--- config.mk ---
export PLATFORM = sky130hd
export DESIGN_NAME = acc_rsp_endpoint
export DESIGN_NICKNAME = d
export VERILOG_FILES = /design/src/rtl/acc_pkg.sv /design/src/rtl/acc_rsp_alu.sv /design/src/rtl/fifo_v3.sv /design/src/rtl/acc_rsp_endpoint.sv
export SDC_FILE = /design/constraint.sdc
export NUM_CORES = 2
export LEC_CHECK = 0
export CAP_MARGIN = 20
export CELL_PAD_IN_SITES_DETAIL_PLACEMENT = 0
export CELL_PAD_IN_SITES_GLOBAL_PLACEMENT = 2
export CORE_UTILIZATION = 37
export DETAILED_ROUTE_END_ITERATION = 10
export GPL_TIMING_DRIVEN = 0
export PLACE_DENSITY_LB_ADDON = 0.1
export SLEW_MARGIN = 20
export SYNTH_ARGS = -nofsm -noshare
export SYNTH_HDL_FRONTEND = slang
export SYNTH_SLANG_ARGS = --single-unit
--- constraint.sdc ---
create_clock -name clk_i -period 7.63 [get_ports clk_i]
set_input_delay 1.9075 -clock clk_i [delete_from_list [all_inputs] [get_ports clk_i]]
set_output_delay 1.9075 -clock clk_i [all_outputs]
set_load 0.01 [all_outputs]
--- src/rtl/acc_pkg.sv ---
// Shared types and constants for the acc_c offload channel.
// The request FIFO element carries instr, operands and tag together.
package acc_pkg;

  localparam int unsigned NumRs         = 3;
  localparam int unsigned NumWb         = 1;
  localparam int unsigned OpHartIdWidth = 5;

  localparam logic [6:0] OpcodeCustom0 = 7'b0001011;

  typedef enum logic [2:0] {
    F3Add3 = 3'b000,
    F3Mac  = 3'b001,
    F3Swap = 3'b010
  } acc_funct3_e;

  typedef enum logic [1:0] {
    StIdle,
    StBusy,
    StResp
  } acc_ep_state_e;

  typedef struct packed {
    logic [31:0]                instr;
    logic [NumRs-1:0][31:0]     rs;
    logic [OpHartIdWidth-1:0]   hart_id;
  } acc_op_t;

endpackage

--- src/rtl/acc_rsp_alu.sv ---
// Combinational decode and compute for one offloaded custom-0 op.
// mul_lat selects the long MAC latency; every other op, including errors, is single-cycle.
module acc_rsp_alu
  import acc_pkg::*;
#(
  parameter int unsigned NumWb = acc_pkg::NumWb
) (
  input  acc_op_t              op,
  output logic [NumWb*32-1:0]  data,
  output logic                 dualwb,
  output logic                 error,
  output logic                 mul_lat
);

  logic [31:0] rs1, rs2, rs3, mac;

  assign rs1 = op.rs[0];
  assign rs2 = op.rs[1];

  if (acc_pkg::NumRs > 2) begin : g_rs3
    assign rs3 = op.rs[2];
  end else begin : g_no_rs3
    assign rs3 = '0;
  end

  assign mac = rs1 * rs2 + rs3;

  always_comb begin
    data    = '0;
    dualwb  = 1'b0;
    error   = 1'b0;
    mul_lat = 1'b0;
    if (op.instr[6:0] != OpcodeCustom0) begin
      error = 1'b1;
    end else begin
      case (acc_funct3_e'(op.instr[14:12]))
        F3Add3: data[31:0] = rs1 + rs2 + rs3;
        F3Mac: begin
          data[31:0] = mac;
          mul_lat    = 1'b1;
        end
        F3Swap: begin
          if (NumWb == 2) begin
            data[31:0]              = rs2;
            data[NumWb*32-1 -: 32]  = rs1;
            dualwb                  = 1'b1;
          end else begin
            error = 1'b1;
          end
        end
        default: error = 1'b1;
      endcase
    end
  end

endmodule

--- src/rtl/fifo_v3.sv ---
// Common-cells style synchronous FIFO with optional fall-through.
// Push when full and pop when empty are ignored.
module fifo_v3 #(
  parameter bit          FALL_THROUGH = 1'b0,
  parameter int unsigned DATA_WIDTH   = 32,
  parameter int unsigned DEPTH        = 8,
  parameter type         dtype        = logic [DATA_WIDTH-1:0],
  parameter int unsigned ADDR_DEPTH   = (DEPTH > 1) ? $clog2(DEPTH) : 1
) (
  input  logic                  clk_i,
  input  logic                  rst_ni,
  input  logic                  flush_i,
  input  logic                  testmode_i,
  output logic                  full_o,
  output logic                  empty_o,
  output logic [ADDR_DEPTH-1:0] usage_o,
  input  dtype                  data_i,
  input  logic                  push_i,
  output dtype                  data_o,
  input  logic                  pop_i
);

  logic [ADDR_DEPTH-1:0] rd_ptr, wr_ptr;
  logic [ADDR_DEPTH:0]   count;
  dtype                  mem [DEPTH];
  logic                  bypass, do_write, do_read;

  assign full_o   = (count == (ADDR_DEPTH+1)'(DEPTH));
  assign empty_o  = (count == '0) && !(FALL_THROUGH && push_i);
  assign usage_o  = count[ADDR_DEPTH-1:0];
  assign data_o   = (FALL_THROUGH && count == '0) ? data_i : mem[rd_ptr];

  // In fall-through mode an empty FIFO hands the word straight through without storing it.
  assign bypass   = FALL_THROUGH && (count == '0) && push_i && pop_i;
  assign do_write = push_i && !full_o && !bypass;
  assign do_read  = pop_i && !empty_o && !bypass;

  always_ff @(posedge clk_i or negedge rst_ni) begin
    if (!rst_ni) begin
      rd_ptr <= '0;
      wr_ptr <= '0;
      count  <= '0;
      for (int unsigned i = 0; i < DEPTH; i++) mem[i] <= '0;
    end else if (flush_i) begin
      rd_ptr <= '0;
      wr_ptr <= '0;
      count  <= '0;
    end else begin
      if (do_write) begin
        mem[wr_ptr] <= data_i;
        wr_ptr <= (wr_ptr == ADDR_DEPTH'(DEPTH - 1)) ? '0 : wr_ptr + ADDR_DEPTH'(1);
      end
      if (do_read) begin
        rd_ptr <= (rd_ptr == ADDR_DEPTH'(DEPTH - 1)) ? '0 : rd_ptr + ADDR_DEPTH'(1);
      end
      if (do_write && !do_read) begin
        count <= count + (ADDR_DEPTH+1)'(1);
      end else if (!do_write && do_read) begin
        count <= count - (ADDR_DEPTH+1)'(1);
      end
    end
  end

endmodule

--- src/rtl/acc_rsp_endpoint.sv ---
// Accelerator-side responder: buffers requests, runs ADD3/MAC/SWAP, returns in-order responses.
// All response outputs come straight from registers and hold while stalled.
module acc_rsp_endpoint
  import acc_pkg::*;
#(
  parameter int unsigned NumRs       = acc_pkg::NumRs,
  parameter int unsigned NumWb       = acc_pkg::NumWb,
  parameter int unsigned HartIdWidth = 5,
  parameter int unsigned FifoDepth   = 2,
  parameter int unsigned MulLatency  = 3
) (
  input  logic                    clk_i,
  input  logic                    rst_ni,
  input  logic                    q_valid_i,
  output logic                    q_ready_o,
  input  logic [31:0]             q_instr_data_i,
  input  logic [NumRs*32-1:0]     q_rs_i,
  input  logic [HartIdWidth-1:0]  q_hart_id_i,
  output logic                    p_valid_o,
  input  logic                    p_ready_i,
  output logic [NumWb*32-1:0]     p_data_o,
  output logic [4:0]              p_rd_o,
  output logic [HartIdWidth-1:0]  p_hart_id_o,
  output logic                    p_dualwb_o,
  output logic                    p_error_o
);

  localparam int unsigned CntW = (MulLatency > 1) ? $clog2(MulLatency) : 1;

  acc_op_t       fifo_in, fifo_out;
  logic          fifo_full, fifo_empty, fifo_push, fifo_pop;
  acc_ep_state_e state;
  logic [CntW-1:0] cnt;

  logic [NumWb*32-1:0]    alu_data;
  logic                   alu_dualwb, alu_error, alu_mul_lat;

  logic [NumWb*32-1:0]    st_data;
  logic                   st_dualwb, st_error;
  logic [4:0]             st_rd;
  logic [HartIdWidth-1:0] st_hart_id;

  assign fifo_in.instr   = q_instr_data_i;
  assign fifo_in.rs      = q_rs_i;
  assign fifo_in.hart_id = q_hart_id_i;

  assign q_ready_o = !fifo_full;
  assign fifo_push = q_valid_i && !fifo_full;
  // A pop happens from IDLE or on the response handshake, so the next op overlaps the hand-off.
  assign fifo_pop  = !fifo_empty && ((state == StIdle) || (state == StResp && p_ready_i));

  fifo_v3 #(
    .FALL_THROUGH (1'b0),
    .DEPTH        (FifoDepth),
    .dtype        (acc_op_t)
  ) i_req_fifo (
    .clk_i      (clk_i),
    .rst_ni     (rst_ni),
    .flush_i    (1'b0),
    .testmode_i (1'b0),
    .full_o     (fifo_full),
    .empty_o    (fifo_empty),
    .usage_o    (),
    .data_i     (fifo_in),
    .push_i     (fifo_push),
    .data_o     (fifo_out),
    .pop_i      (fifo_pop)
  );

  acc_rsp_alu #(
    .NumWb (NumWb)
  ) i_alu (
    .op      (fifo_out),
    .data    (alu_data),
    .dualwb  (alu_dualwb),
    .error   (alu_error),
    .mul_lat (alu_mul_lat)
  );

  always_ff @(posedge clk_i or negedge rst_ni) begin
    if (!rst_ni) begin
      state       <= StIdle;
      cnt         <= '0;
      st_data     <= '0;
      st_dualwb   <= 1'b0;
      st_error    <= 1'b0;
      st_rd       <= '0;
      st_hart_id  <= '0;
      p_valid_o   <= 1'b0;
      p_data_o    <= '0;
      p_rd_o      <= '0;
      p_hart_id_o <= '0;
      p_dualwb_o  <= 1'b0;
      p_error_o   <= 1'b0;
    end else begin
      // The result is computed from the FIFO head at pop and held until the latency expires.
      if (fifo_pop) begin
        cnt        <= alu_mul_lat ? CntW'(MulLatency - 1) : '0;
        st_data    <= alu_data;
        st_dualwb  <= alu_dualwb;
        st_error   <= alu_error;
        st_rd      <= fifo_out.instr[11:7];
        st_hart_id <= fifo_out.hart_id;
      end
      case (state)
        StIdle: begin
          if (fifo_pop) state <= StBusy;
        end
        StBusy: begin
          if (cnt == '0) begin
            p_valid_o   <= 1'b1;
            p_data_o    <= st_data;
            p_rd_o      <= st_rd;
            p_hart_id_o <= st_hart_id;
            p_dualwb_o  <= st_dualwb;
            p_error_o   <= st_error;
            state       <= StResp;
          end else begin
            cnt <= cnt - CntW'(1);
          end
        end
        StResp: begin
          if (p_ready_i) begin
            p_valid_o <= 1'b0;
            state     <= fifo_pop ? StBusy : StIdle;
          end
        end
        default: state <= StIdle;
      endcase
    end
  end

endmodule
==> flow_summary.ini <==
[sta]
tightest_slew_ps = 1130
min_period_ps = 8080
rsz0062_at_grt = yes
setup_viol = 13
hold_viol_final = 0
slew_headroom_pct = 24.3
period_share_pct = 106
slew_viol_final = 0
fmax_ghz = 0.124
skew_ps = 55.0
tns_ps = -3120
setup_slack_ps = -448

[synth]
syn_nets = 3819
synthMuxAreaShare_pct = 13.7
synthAdderAreaFrac_pct = 36.2
synth-seq-cells = 327
postSynthAreaPerCell_um2 = 10.5
synthXorXnorAreaFrac_pct = 3.31
yosysWarnings = 0
synthSimpleGateAreaFrac_pct = 8.68
ys_types = 69
ys.flop_type = dfrtp_1
synth_cells = 3041
synth_area_um2 = 31900
synth-seq-area-share_pct = 25.7
synth_edf_count = 0
synth_top_family_by_area = adder cells
synthArstFlopShare_pct = 100
synth_compound_area_share_pct = 4.46

[global_routing]
antenna_found_initial = 2
grtUsageTotal_pct = 27.0
grt_max_degree = 104
grt_overflow = 0
grt_pass1_wl_mm = 169
grt_pass1_vias = 25500

[routing]
ant_nets = 0
drtIter0Drc = 1336
drt_wl_total_mm = 114
firstDrtPassIters = 5
vias = 23200
vias_per_cell = 5.07
drc_errors = 0
wl_per_cell_um = 24.9

[placed_design]
globalplace.congestion = 0.905
dp_hpwl_mm = 90.6
port_buffers = 164

[floorplanning]
die_h_um = 296
core_area_um2 = 85300
dieArea_um2 = 87400
fp.dieW_um = 296
ios = 183
rows = 107
initial_core_util_pct = 37.4

[clocking]
h-tree-depth = 2
numCtsBuffers = 40
clockBufferDepth = 3
root_buffer = clkbuf_16
cts.clk_slew.worst_paths_ps = 60
cts.sinks = 327
cts_tree = done
clkLatencyLatePin_ps = 590
cts_hold_buf = 0

[worst_hold_path]
hold_class = reg -> reg

[critical_path]
critical_path_class = reg -> reg
cp_common_cell = fa_1
setup.worst_path.end_class = flip-flop
cp_data_arrival_time_ps = 8540
crit_path_start_kind = flip-flop
worstPathMaxFanout = 7
cp_slowest_cell = fa_2
critPathMaxStageDelay_ps = 620
cp.required_ps = 8090

[run_status]
status = finished with violations
violations = negative setup slack

[cells_and_area]
regArea_um2 = 8180
area_delta_synth_final_pct = 24.4
nets = 4177
n_fill_cell = 8105
final_core_util_pct = 46.5
drive_gt1_share_pct = 23.6
multi_input_area_um2 = 22400

[job]
max-cap-violations = 0
[routing by layer]
| layer | global-route usage (%) | vias up | wire length [um] |
|---|---|---|---|
| met3 | 3.85 | 146 | 5040 |
| met2 | 45.9 | 588 | 56100 |
| li1 | - | 10200 | - |
| met5 | 0 | - | 0 |
| met4 | 7.24 | 0 | 3280 |
| met1 | 35.9 | 12200 | 49600 |
[cells by family (layout without fill, tap and decap cells)]
logic type	Yosys count	after routing
buf+inv	660	1044
xor+xnor	118	118
fa+ha+maj	641	641
flops	327	327
simple gates	686	686
compound gates	220	220
mux	388	388
other cells	1	3
[cell usage after synthesis, drive strengths merged, types with 7 or more instances]
cell / n / share of area, %
inv: 543 / 6.4
fa: 470 / 30
nor2: 398 / 4.7
dfrtp: 327 / 26
mux2: 307 / 11
nand2: 211 / 2.5
ha: 171 / 6.7
xnor2: 87 / 2.4
clkbuf: 84 / 0.99
mux2i: 81 / 2.8
a21oi: 57 / 0.89
o21ai: 53 / 0.83
a21o: 32 / 0.75
xor2: 30 / 0.82
buf: 22 / 0.49
nand3: 12 / 0.19
clkinv: 11 / 0.13
nor3: 10 / 0.16
nand2b: 9 / 0.18
a31oi: 8 / 0.16
and3: 8 / 0.16
nor2b: 8 / 0.16
a22oi: 7 / 0.16
and2: 7 / 0.14
o211ai: 7 / 0.16
[metrics by stage]
stage          setup WS [ps]  instances  hold WS, ps  instance area (um2)
3_3_place_gp           -9730       4349          462                35000
5_1_grt                 -645       4569          501                39700
6_report                -448       4571          474                39700
2_1_floorplan          -26.0       3041          444                31900
3_5_place_dp           -2450       4360          465                35300
4_1_cts                 -491       4536          478                39000
[critical path: cells and delay by family (launching register included)]
| kind | cells | cell delay (ps) |
|---|---|---|
| AO/OA/AOI/OAI | 5 | 940 |
| AND/OR/NAND/NOR | 2 | 150 |
| XOR/XNOR | 1 | 160 |
| buffers and inverters | 13 | 1390 |
| adder cells (fa/ha/maj) | 9 | 4470 |
| flip-flops | 1 | 460 |
| multiplexers | 1 | 340 |
[final cells by class]
cell class	count	share of cell area, %
flip-flops and latches	327	20.6
multi-input cells	2054	56.5
diodes	2	0.0126
inverters	554	5.44
well taps	1144	3.61
repair buffers	317	8.03
clock inverters	14	0.492
clock buffers	54	2.78
plain buffers	105	2.45
[registers in the layout (all words and copies together), names as in the netlist]
signal and count:
i_req_fifo.count 2, p_error_o 1, i_req_fifo.rd_ptr 1, p_valid_o 1, cnt 2, st_error 1
state 2, st_hart_id 5, p_rd_o 5, p_hart_id_o 5, p_data_o 32, st_rd 5
i_req_fifo.mem 232, i_req_fifo.wr_ptr 1, st_data 32
[path summary, 6_finish.rpt]
kind,start,to,slack [ps],cells past startpoint
max,i_req_fifo.rd_ptr$_DFFE_PN0P_,st_data[31]$_DFFE_PN0P_,-450,31
min,st_rd[0]$_DFFE_PN0P_,st_rd[0]$_DFFE_PN0P_,470,2
max reg2reg,i_req_fifo.rd_ptr$_DFFE_PN0P_,st_data[31]$_DFFE_PN0P_,-450,31
min reg2reg,st_rd[0]$_DFFE_PN0P_,st_rd[0]$_DFFE_PN0P_,470,2
max in group asynchronous,rst_ni,i_req_fifo.rd_ptr$_DFFE_PN0P_,5060,3
min in group asynchronous,rst_ni,i_req_fifo.mem[88]$_DFFE_PN0P_,1290,1
[layout by cell type, fill, tap and decap left out, types with 12 or more instances in the layout]
master           synthesis  layout
mux2i_2                 10      14
dfrtp_1                327     326
buf_4                    1     121
xnor2_1                 86      82
fa_1                   470     449
ha_1                   171     143
mux2_2                 307     288
nand2_1                211     207
inv_2                    2      36
nor2_1                 398     397
o21ai_0                 52      43
clkbuf_8                 0      17
buf_8                    2      13
inv_1                  541     497
clkbuf_4                 0      15
clkbuf_1                84      43
ha_4                     0      25
mux2_4                   0      19
buf_6                    6      12
clkbuf_16                0      42
xor2_1                  30      27
a21o_1                  32      32
mux2i_4                  4      40
a21oi_1                 57      43
mux2i_1                 67      27
clkdlybuf4s50_1          0     163
buf_12                   0      22
fa_2                     0      21
a21oi_2                  0      12
[what timing repair did]
item | in CTS | in global routing
gates resized for setup | 344 | 99
pin swaps | 94 | 77
cloned | 3 | 0
buffers inserted | 105 | 35
setup endpoints to repair | 24 | 19
Power is not shown: default switching activity piles up to over one toggle a cycle in this logic, so the estimate is an artifact.
